$ cat src/rtl/seq_det_pkg.sv
// Shared types and constants for the serial pattern-detect controller.
package seq_det_pkg;

  localparam int unsigned PAT_W = 4;
  localparam int unsigned CNT_W = 8;
  localparam int unsigned LEN_W = $clog2(PAT_W) + 1;

  typedef enum logic [1:0] {
    IDLE = 2'd0,
    RUN  = 2'd1,
    HALT = 2'd2
  } state_e;

  typedef struct packed {
    logic [PAT_W-1:0] pattern;
    logic [LEN_W-1:0] len;
    logic             overlap;
    logic [CNT_W-1:0] thresh;
  } cfg_t;

  localparam logic [PAT_W-1:0] DEF_PATTERN = PAT_W'(4'b1101);
  localparam logic [LEN_W-1:0] DEF_LEN     = LEN_W'(4);
  localparam logic             DEF_OVERLAP = 1'b1;
  localparam logic [CNT_W-1:0] DEF_THRESH  = CNT_W'(0);

  localparam cfg_t DEF_CFG = '{
    pattern: DEF_PATTERN,
    len:     DEF_LEN,
    overlap: DEF_OVERLAP,
    thresh:  DEF_THRESH
  };

  // Mask selecting the low `len` bits of a candidate window.
  function automatic logic [PAT_W-1:0] len_mask(input logic [LEN_W-1:0] len);
    logic [PAT_W-1:0] m;
    for (int unsigned i = 0; i < PAT_W; i++) begin
      m[i] = (LEN_W'(i) < len);
    end
    return m;
  endfunction

endpackage

$ cat src/rtl/seq_det_core.sv
// Mealy match engine: bit history, fill counter and length-masked compare.
module seq_det_core
  import seq_det_pkg::*;
(
  input  logic             clk,
  input  logic             rst,
  input  logic             clr,
  input  logic             en,
  input  logic             in,
  input  logic [PAT_W-1:0] pattern,
  input  logic [LEN_W-1:0] len,
  input  logic             overlap,
  output logic             match
);

  localparam int unsigned      HIST_W   = PAT_W - 1;
  localparam logic [LEN_W-1:0] FILL_MAX = LEN_W'(PAT_W - 1);

  logic [HIST_W-1:0] hist_q, hist_d;
  logic [LEN_W-1:0]  fill_q, fill_d;
  logic [PAT_W-1:0]  cand;
  logic [PAT_W-1:0]  mask;

  always_comb begin
    cand   = {hist_q, in};
    mask   = len_mask(len);
    match  = en && (fill_q >= (len - LEN_W'(1))) && ((cand & mask) == (pattern & mask));
    hist_d = hist_q;
    fill_d = fill_q;
    if (clr) begin
      hist_d = '0;
      fill_d = '0;
    end else if (en) begin
      hist_d = cand[HIST_W-1:0];
      // Non-overlapping mode forces a full fresh window after each hit.
      if (match && !overlap) begin
        fill_d = '0;
      end else if (fill_q != FILL_MAX) begin
        fill_d = fill_q + LEN_W'(1);
      end
    end
  end

  always_ff @(posedge clk) begin
    if (!rst) begin
      hist_q <= '0;
      fill_q <= '0;
    end else begin
      hist_q <= hist_d;
      fill_q <= fill_d;
    end
  end

endmodule

$ cat src/rtl/seq_det_ctrl.sv
// Pattern-detect controller: config handshake, IDLE/RUN/HALT sequencing, match counter and irq.
module seq_det_ctrl
  import seq_det_pkg::*;
(
  input  logic             clk,
  input  logic             rst,
  input  logic             cfg_valid,
  output logic             cfg_ready,
  input  logic [PAT_W-1:0] cfg_pattern,
  input  logic [LEN_W-1:0] cfg_len,
  input  logic             cfg_overlap,
  input  logic [CNT_W-1:0] cfg_thresh,
  output logic             cfg_err,
  input  logic             start,
  input  logic             stop,
  input  logic             in_valid,
  input  logic             in,
  output logic             out,
  output logic [CNT_W-1:0] match_cnt,
  output logic             busy,
  output logic             irq
);

  state_e           state_q, state_d;
  cfg_t             cfg_q, cfg_d;
  logic [CNT_W-1:0] match_cnt_q, match_cnt_d;
  logic             irq_q, irq_d;
  logic             cfg_err_q, cfg_err_d;
  logic             busy_q, busy_d;
  logic             cfg_ready_q, cfg_ready_d;
  logic             core_clr, core_en, match;
  logic             len_ok, cnt_max;

  seq_det_core u_core (
    .clk     (clk),
    .rst     (rst),
    .clr     (core_clr),
    .en      (core_en),
    .in      (in),
    .pattern (cfg_q.pattern),
    .len     (cfg_q.len),
    .overlap (cfg_q.overlap),
    .match   (match)
  );

  always_comb begin
    state_d     = state_q;
    cfg_d       = cfg_q;
    match_cnt_d = match_cnt_q;
    irq_d       = 1'b0;
    cfg_err_d   = 1'b0;
    core_clr    = 1'b0;
    core_en     = (state_q == RUN) && in_valid;
    len_ok      = (cfg_len != '0) && (cfg_len <= LEN_W'(PAT_W));
    cnt_max     = &match_cnt_q;

    if (cfg_valid && (state_q == IDLE)) begin
      if (len_ok) begin
        cfg_d = '{pattern: cfg_pattern, len: cfg_len, overlap: cfg_overlap, thresh: cfg_thresh};
      end else begin
        cfg_err_d = 1'b1;
      end
    end

    unique case (state_q)
      IDLE: begin
        if (start) begin
          state_d     = RUN;
          match_cnt_d = '0;
          core_clr    = 1'b1;
        end
      end
      RUN: begin
        // stop beats start and also suppresses counting of a same-cycle hit.
        if (stop) begin
          state_d  = IDLE;
          core_clr = 1'b1;
        end else if (match && !cnt_max) begin
          match_cnt_d = match_cnt_q + CNT_W'(1);
          if ((cfg_q.thresh != '0) && (match_cnt_d == cfg_q.thresh)) begin
            irq_d   = 1'b1;
            state_d = HALT;
          end
        end
      end
      HALT: begin
        if (stop) begin
          state_d  = IDLE;
          core_clr = 1'b1;
        end else if (start) begin
          state_d     = RUN;
          match_cnt_d = '0;
          core_clr    = 1'b1;
        end
      end
      default: state_d = IDLE;
    endcase

    busy_d      = (state_d == RUN);
    cfg_ready_d = (state_d == IDLE);
  end

  always_ff @(posedge clk) begin
    if (!rst) begin
      state_q     <= IDLE;
      cfg_q       <= DEF_CFG;
      match_cnt_q <= '0;
      irq_q       <= 1'b0;
      cfg_err_q   <= 1'b0;
      busy_q      <= 1'b0;
      cfg_ready_q <= 1'b1;
    end else begin
      state_q     <= state_d;
      cfg_q       <= cfg_d;
      match_cnt_q <= match_cnt_d;
      irq_q       <= irq_d;
      cfg_err_q   <= cfg_err_d;
      busy_q      <= busy_d;
      cfg_ready_q <= cfg_ready_d;
    end
  end

  assign out       = match;
  assign match_cnt = match_cnt_q;
  assign busy      = busy_q;
  assign irq       = irq_q;
  assign cfg_err   = cfg_err_q;
  assign cfg_ready = cfg_ready_q;

endmodule

$ cat config.mk
export PLATFORM = sky130hd
export DESIGN_NAME = seq_det_ctrl
export DESIGN_NICKNAME = d
export VERILOG_FILES = /design/src/rtl/seq_det_pkg.sv /design/src/rtl/seq_det_core.sv /design/src/rtl/seq_det_ctrl.sv
export SDC_FILE = /design/constraint.sdc
export NUM_CORES = 1
export LEC_CHECK = 0
export BUFFER_PORTS_ARGS = -buffer_cell sky130_fd_sc_hd__buf_2
export CORE_MARGIN = 1
export CORE_UTILIZATION = 47
export CTS_CLUSTER_SIZE = 25
export DETAILED_ROUTE_END_ITERATION = 10
export MAX_ROUTING_LAYER = met4
export PLACE_DENSITY = 0.72
export SYNTH_ARGS = -nofsm -noshare
export SYNTH_HDL_FRONTEND = slang
export SYNTH_HIERARCHICAL = 1
export SYNTH_SLANG_ARGS = --single-unit
$ cat constraint.sdc
create_clock -name clk -period 3.2 [get_ports clk]
set_clock_uncertainty 0.2 [all_clocks]
set_input_delay 0.48 -clock clk [delete_from_list [all_inputs] [get_ports clk]]
set_output_delay 0.48 -clock clk [all_outputs]
set_load 0.03 [all_outputs]
Word level (Yosys, flattened, before mapping)
Index checks and enable logic that the tools add are counted.
- memories: 0
- logic and storage cells: 77
- output and inout bits: 13
- RAM bits: 0
- bits of input ports: 23
- ROM bits: 0
- flip-flop bits (word level): 36
- bits in latches: 0
- $mul: 0
- equality and inequality tests: 9
- div/mod/pow operators: 0
- bitwise gates (word level): 5
- add/subtract/negate cells: 3
- shift operators: 0
- magnitude comparators: 6
- reduce and logical (&&, ||, !) cells: 23
- multiplexer cells: 19
- operators by type and width (cell ; number):
    $mux 8 ; 4
    $pmux 8 s3 ; 1
    $mux 2 ; 5
    $add 8x1->8 const B ; 1
    $and 4x4->4 ; 2
    $eq 8x8->1 ; 1
    $logic_and 1x1->1 ; 8
    $reduce_and 8->1 ; 1
    $reduce_bool 8->1 ; 1
    $lt 1x3->1 const A ; 2
    $lt 2x3->1 const A ; 2
    $mux 3 ; 2
    $pmux 2 s3 ; 1
    $reduce_and 2->1 ; 3
    $reduce_bool 3->1 ; 2
    $mux 1 ; 5
    $eq 2x1->1 const B ; 2
    $eq 4x4->1 ; 1
    $logic_not 2->1 ; 2
    $ne 2x2->1 const B ; 2
    $reduce_and 4->1 ; 1
    $reduce_or 4->1 ; 1
    $add 3x1->3 const B ; 1
    $ge 3x3->1 ; 1
    10 further kinds ; 13

Longest topological paths before layout
- depth in word-level cells: 9
- depth in mapped cells: 12

By module
Netlist, hierarchy kept.
- by module, submodules not included (module ; area an instance (µm²) ; instances ; sequential area each (µm²) ; cells an instance):
    seq_det_ctrl ; 1529.0 ; 1 ; 600.6 ; 178
    seq_det_core ; 516.7 ; 1 ; 120.1 ; 56

Worst setup path before layout
Ideal clock, no wire load.
- path type: flip-flop to flip-flop
- start: register cfg_q[9] (netlist name)
- end: register match_cnt_q[1], in the netlist match_cnt[1]
- clock period less this slack: 3.808 ns
- required time: 2.929 ns
- arrival: 3.538 ns
- stages on the path, launching flop included: 13
- setup slack: -0.608 ns
- buffers on the path: 1
- path through: dfxtp_1 inv_1 ha_1 xnor2_1 ha_1 o21a_1 a21oi_4 nor4_1 o311ai_2 and2_1 buf_2 nand3b_1 a21oi_1
- longest elaborated chain between the ends: 7
- RTL lines (element ; RTL line ; source):
    start, declared ; seq_det_ctrl.sv:25 ; cfg_t cfg_q, cfg_d;
    start signal, assigned ; seq_det_ctrl.sv:114 ; cfg_q <= cfg_d;
    $sub 3x1->3 (tied with other cells) ; seq_det_core.sv:27 ; match = en && (fill_q >= (len - LEN_W'(1))) && ((cand & mask) == (pattern & mask));
    $ge 3x3->1 / $and 4x4->4 (equally long branches) ; seq_det_core.sv:27 ;
    $logic_and 1x1->1 / $eq 4x4->1 (equally long branches) ; seq_det_core.sv:27 ;
    $logic_and 1x1->1 (*) ; seq_det_core.sv:27 ;
    via out ; seq_det_ctrl.sv:18 ; output logic out,
    $logic_and 1x1->1 (*) ; seq_det_ctrl.sv:78 ; end else if (match && !cnt_max) begin
    $ne 2x1->1 (no source line) (*) ; n/a ;
    $reduce_and 4->1 (no source line) (*) ; n/a ;
    end signal, assigned ; seq_det_ctrl.sv:115 ; match_cnt_q <= match_cnt_d;
    end, declared ; seq_det_ctrl.sv:26 ; logic [CNT_W-1:0] match_cnt_q, match_cnt_d;
Mark *: on every way through the listed nets, which the timed path passes. The rest lies on a longest branch.
A chain may end at the register's enable or synchronous reset.

Worst setup path after layout
- start: register cfg_q[9] (netlist name)
- end: output port out
- longest elaborated chain between the ends: 4
- RTL lines (element ; RTL line):
    $sub 3x1->3 (tied with other cells) ; seq_det_core.sv:27
    $ge 3x3->1 / $and 4x4->4 (equally long branches) ; seq_det_core.sv:27
    $logic_and 1x1->1 / $eq 4x4->1 (equally long branches) ; seq_det_core.sv:27
    $logic_and 1x1->1 (*) ; seq_det_core.sv:27
    end, declared ; seq_det_ctrl.sv:18
Every way passes the cells marked *; elsewhere a longest branch is shown, timed or not.

==> impl_results.md <==
* Final cycle utilization of the critical path at 92.3%
* Clock latency on the worst-skew pair at 290 ps
* Die H at 68.0 microns
* Hold Path Class: input port to flop
* CTS Sinks at 36
* Die ar. at 4620 sq um
* Post-Layout Cell Count at 321
* Global Route Usage Sum at 21.3%
* Vias in the first global route at 1,611
* Hold WS at 201 ps
* WL/cell at 13.6 microns
* Clock Power Share at 41.5%
* Die width at 68.0 microns
* Filler cells at 371
* Largest net degree at the start of global routing at 22
* Final core occ at 58.7%
* FF-to-FF path depth at 11
* Post-synth EDFFs at 0
* Antenna violations before repair at 0
* Port Buffer Count at 35
* CTS tree: yes
* Post-synth ARST share at 0%
* Initial Util at 50.1%
* Cts hold-fix bufs at 0
* Reg2Reg Setup Slack at 280 ps
* Post-Syn Area at 2050 sq um
* Fmax at 338 MHz
* RSZ-0062 raised after global routing: false
* Worst EP required at 2520 ps
* CP endpoint: out
* Switch share at 23.9%
* Row count at 23
* Share of cells above drive strength 1 at 22.9%
* Status: completed
* Crit path from: cfg_q[9]$_SDFFE_PN0P_
* First-pass DRT Iterations at 4
* DRC Markers at 0
* # placed instances at 313
* Post CTS Setup Buffer Count at 0
* Most frequent cells in the layout: 36 x dfxtp_1, 35 x buf_2, 27 x nor2_1
* WS Path Type: flop to primary output
* Tmin final at 2950 ps
* Max VDD drop at 0.246 mV
* RePlAce Congestion at 0.837
* Pwr dens at 439 nW/um^2
* Syn nets at 265
* P&R area growth vs syn at 17.3%
* Critical path fanouts, max at 6
* Number of DRC markers in iteration 0 at 79
* Mean post-synth cell area at 8.74 sq um
* Total CTS buffers at 5
* DPL Wire Length at 3250 microns
* Int Power at 802 uW
* Clock Path Buffers at 2
* Post-DRT Antenna Nets at 0
* Most used DFF post-synth: dfxtp_1
* Setup TNS at 0 ps
* Reg-to-Reg End: match_cnt[1]$_SDFFE_PN0P_
* Seq pwr share at 45.5%
* Max H-tree Level at 2
* Final setup fails at 0
* Clock slew at reported path FFs at 70 ps
* Clk root buf: clkbuf_8
* Final Hold Viols at 0
* Combinational Power Share at 12.9%
* Leading cell type in the layout, fill and taps excluded: dfxtp_1
* Switching power at 252 uW
* Nets@finish at 301
* DR vias/cell at 5.47
* Post-CTS Resized at 0
* Reg2reg start: cfg_q[9]$_SDFFE_PN0P_
* Seq/Total Area, Yosys at 35.2%
* Relative slew margins at 54.7%
* First-pass GRT wire length at 7160 microns
* Actual slew at the worst max-slew pin at 678 ps
* Cells after synthesis at 234
* I/O Pins at 36
* Wirelength, routed at 4360 microns
* Pwr Total at 1050 uW
* CP endpoint kind: primary output
* Ys Warns at 6
* Number of synthesized register bits at 36
* Synth cell types at 48
* Lkg Pwr at 0.000994 uW
* Total of max-cap violations at 0
* Vias at 1,756
* Core Region at 4090 sq um
* Global route overflow at 0
* Startpoint types: flop
* Inserted Diodes at 0
* CP arrival at 2270 ps
* Final Slew Violations at 0
-- how the worst min path moves through the flow --
stage	from	endpoint	slack, ps	depth (start not counted)
after floorplan	cfg_q[8]$_SDFFE_PN1P_	cfg_q[8]$_SDFFE_PN1P_	260	2
after global placement	cfg_q[12]$_SDFFE_PN1P_	cfg_q[12]$_SDFFE_PN1P_	280	2
after detailed placement	u_core/fill_q[2]$_SDFFE_PP0P_	u_core/fill_q[2]$_SDFFE_PP0P_	290	2
after CTS	cfg_pattern[3]	cfg_q[15]$_SDFFE_PN1P_	190	3
after global routing	cfg_pattern[3]	cfg_q[15]$_SDFFE_PN1P_	200	3
final	cfg_pattern[3]	cfg_q[15]$_SDFFE_PN1P_	200	3
-- through the flow --
step / instance area, sq um / worst slack [ps]
finish: 2400 / 245
global route: 2400 / 37.7
CTS: 2400 / 240
detailed placement: 2270 / 313
global placement: 2270 / 396
floorplan: 2060 / 175
-- metal layers --
| metal | vias to the layer above | routed length [microns] | GRT usage (%) |
|---|---|---|---|
| li1 | 913 | - | - |
| met1 | 801 | 2190 | 26.5 |
| met2 | 37 | 1930 | 33.9 |
| met3 | 5 | 179 | 5.00 |
| met4 | 0 | 59 | 6.51 |
| met5 | - | 0 | - |
-- power groups by stage --
stage / Sequential (uW) / Combinational, uW / Clock, uW
after CTS: 480 / 136 / 446
after detailed placement: 490 / 136 / 0
after floorplan: 491 / 95.3 / 0
after global placement: 490 / 134 / 0
final: 480 / 136 / 437
after global routing: 482 / 150 / 467
-- state kept, by name (all words and copies together), names as in the netlist --
register / flops
irq: 1
cfg_q: 16
state_q: 2
cfg_ready: 1
busy: 1
u_core/fill_q: 3
u_core/hist_q: 3
cfg_err: 1
match_cnt: 8
-- area by class of cell --
class,instances,area (sq um),share of cell area (%)
sequential,36,721,30.0
multi-input combinational,178,1250,52.0
clock buffer,7,96.3,4.01
tap,50,62.6,2.61
clock inverter,1,30.0,1.25
inverter,10,37.5,1.56
timing repair buffer,39,205,8.55
-- cells in the mapped netlist (all sizes together) (3+ instances only) --
cell type	count	share of area, %
nand2	21	4.0
a31oi	3	0.92
or3	4	1.5
xor2	3	1.3
inv	10	1.8
buf	5	1.8
mux2i	18	8.8
or3b	3	1.4
xnor2	12	5.1
a21oi	13	3.9
nor2	27	5.0
nand3	5	1.8
nand3b	3	1.1
o21ai	15	3.7
dfxtp	36	35
o32ai	3	1.3
nor3	3	0.73
clkbuf	5	0.92
nand2b	3	0.92
nor4	6	2.4
o22ai	5	1.8
ha	8	4.9
a211o	3	1.3
-- kinds of logic (layout without fill, tap and decap cells) --
group | after synthesis | after routing | synth area share (%)
mux | 18 | 18 | 8.81
compound gates | 52 | 52 | 17.9
simple gates | 85 | 85 | 22.3
buf+inv | 20 | 57 | 4.53
fa+ha+maj | 8 | 8 | 4.89
flops | 36 | 36 | 35.2
xor+xnor | 15 | 15 | 6.42
-- worst max-delay path, stage by stage (launching register included) --
cell and delay, ps:
dfxtp_1 420, inv_1 90, ha_1 210, xnor2_1 130, ha_1 280, o21a_1 160, a21oi_4 90, nor4_4 340
buf_2 270
No activity file was read; power rests on OpenSTA's default activity.
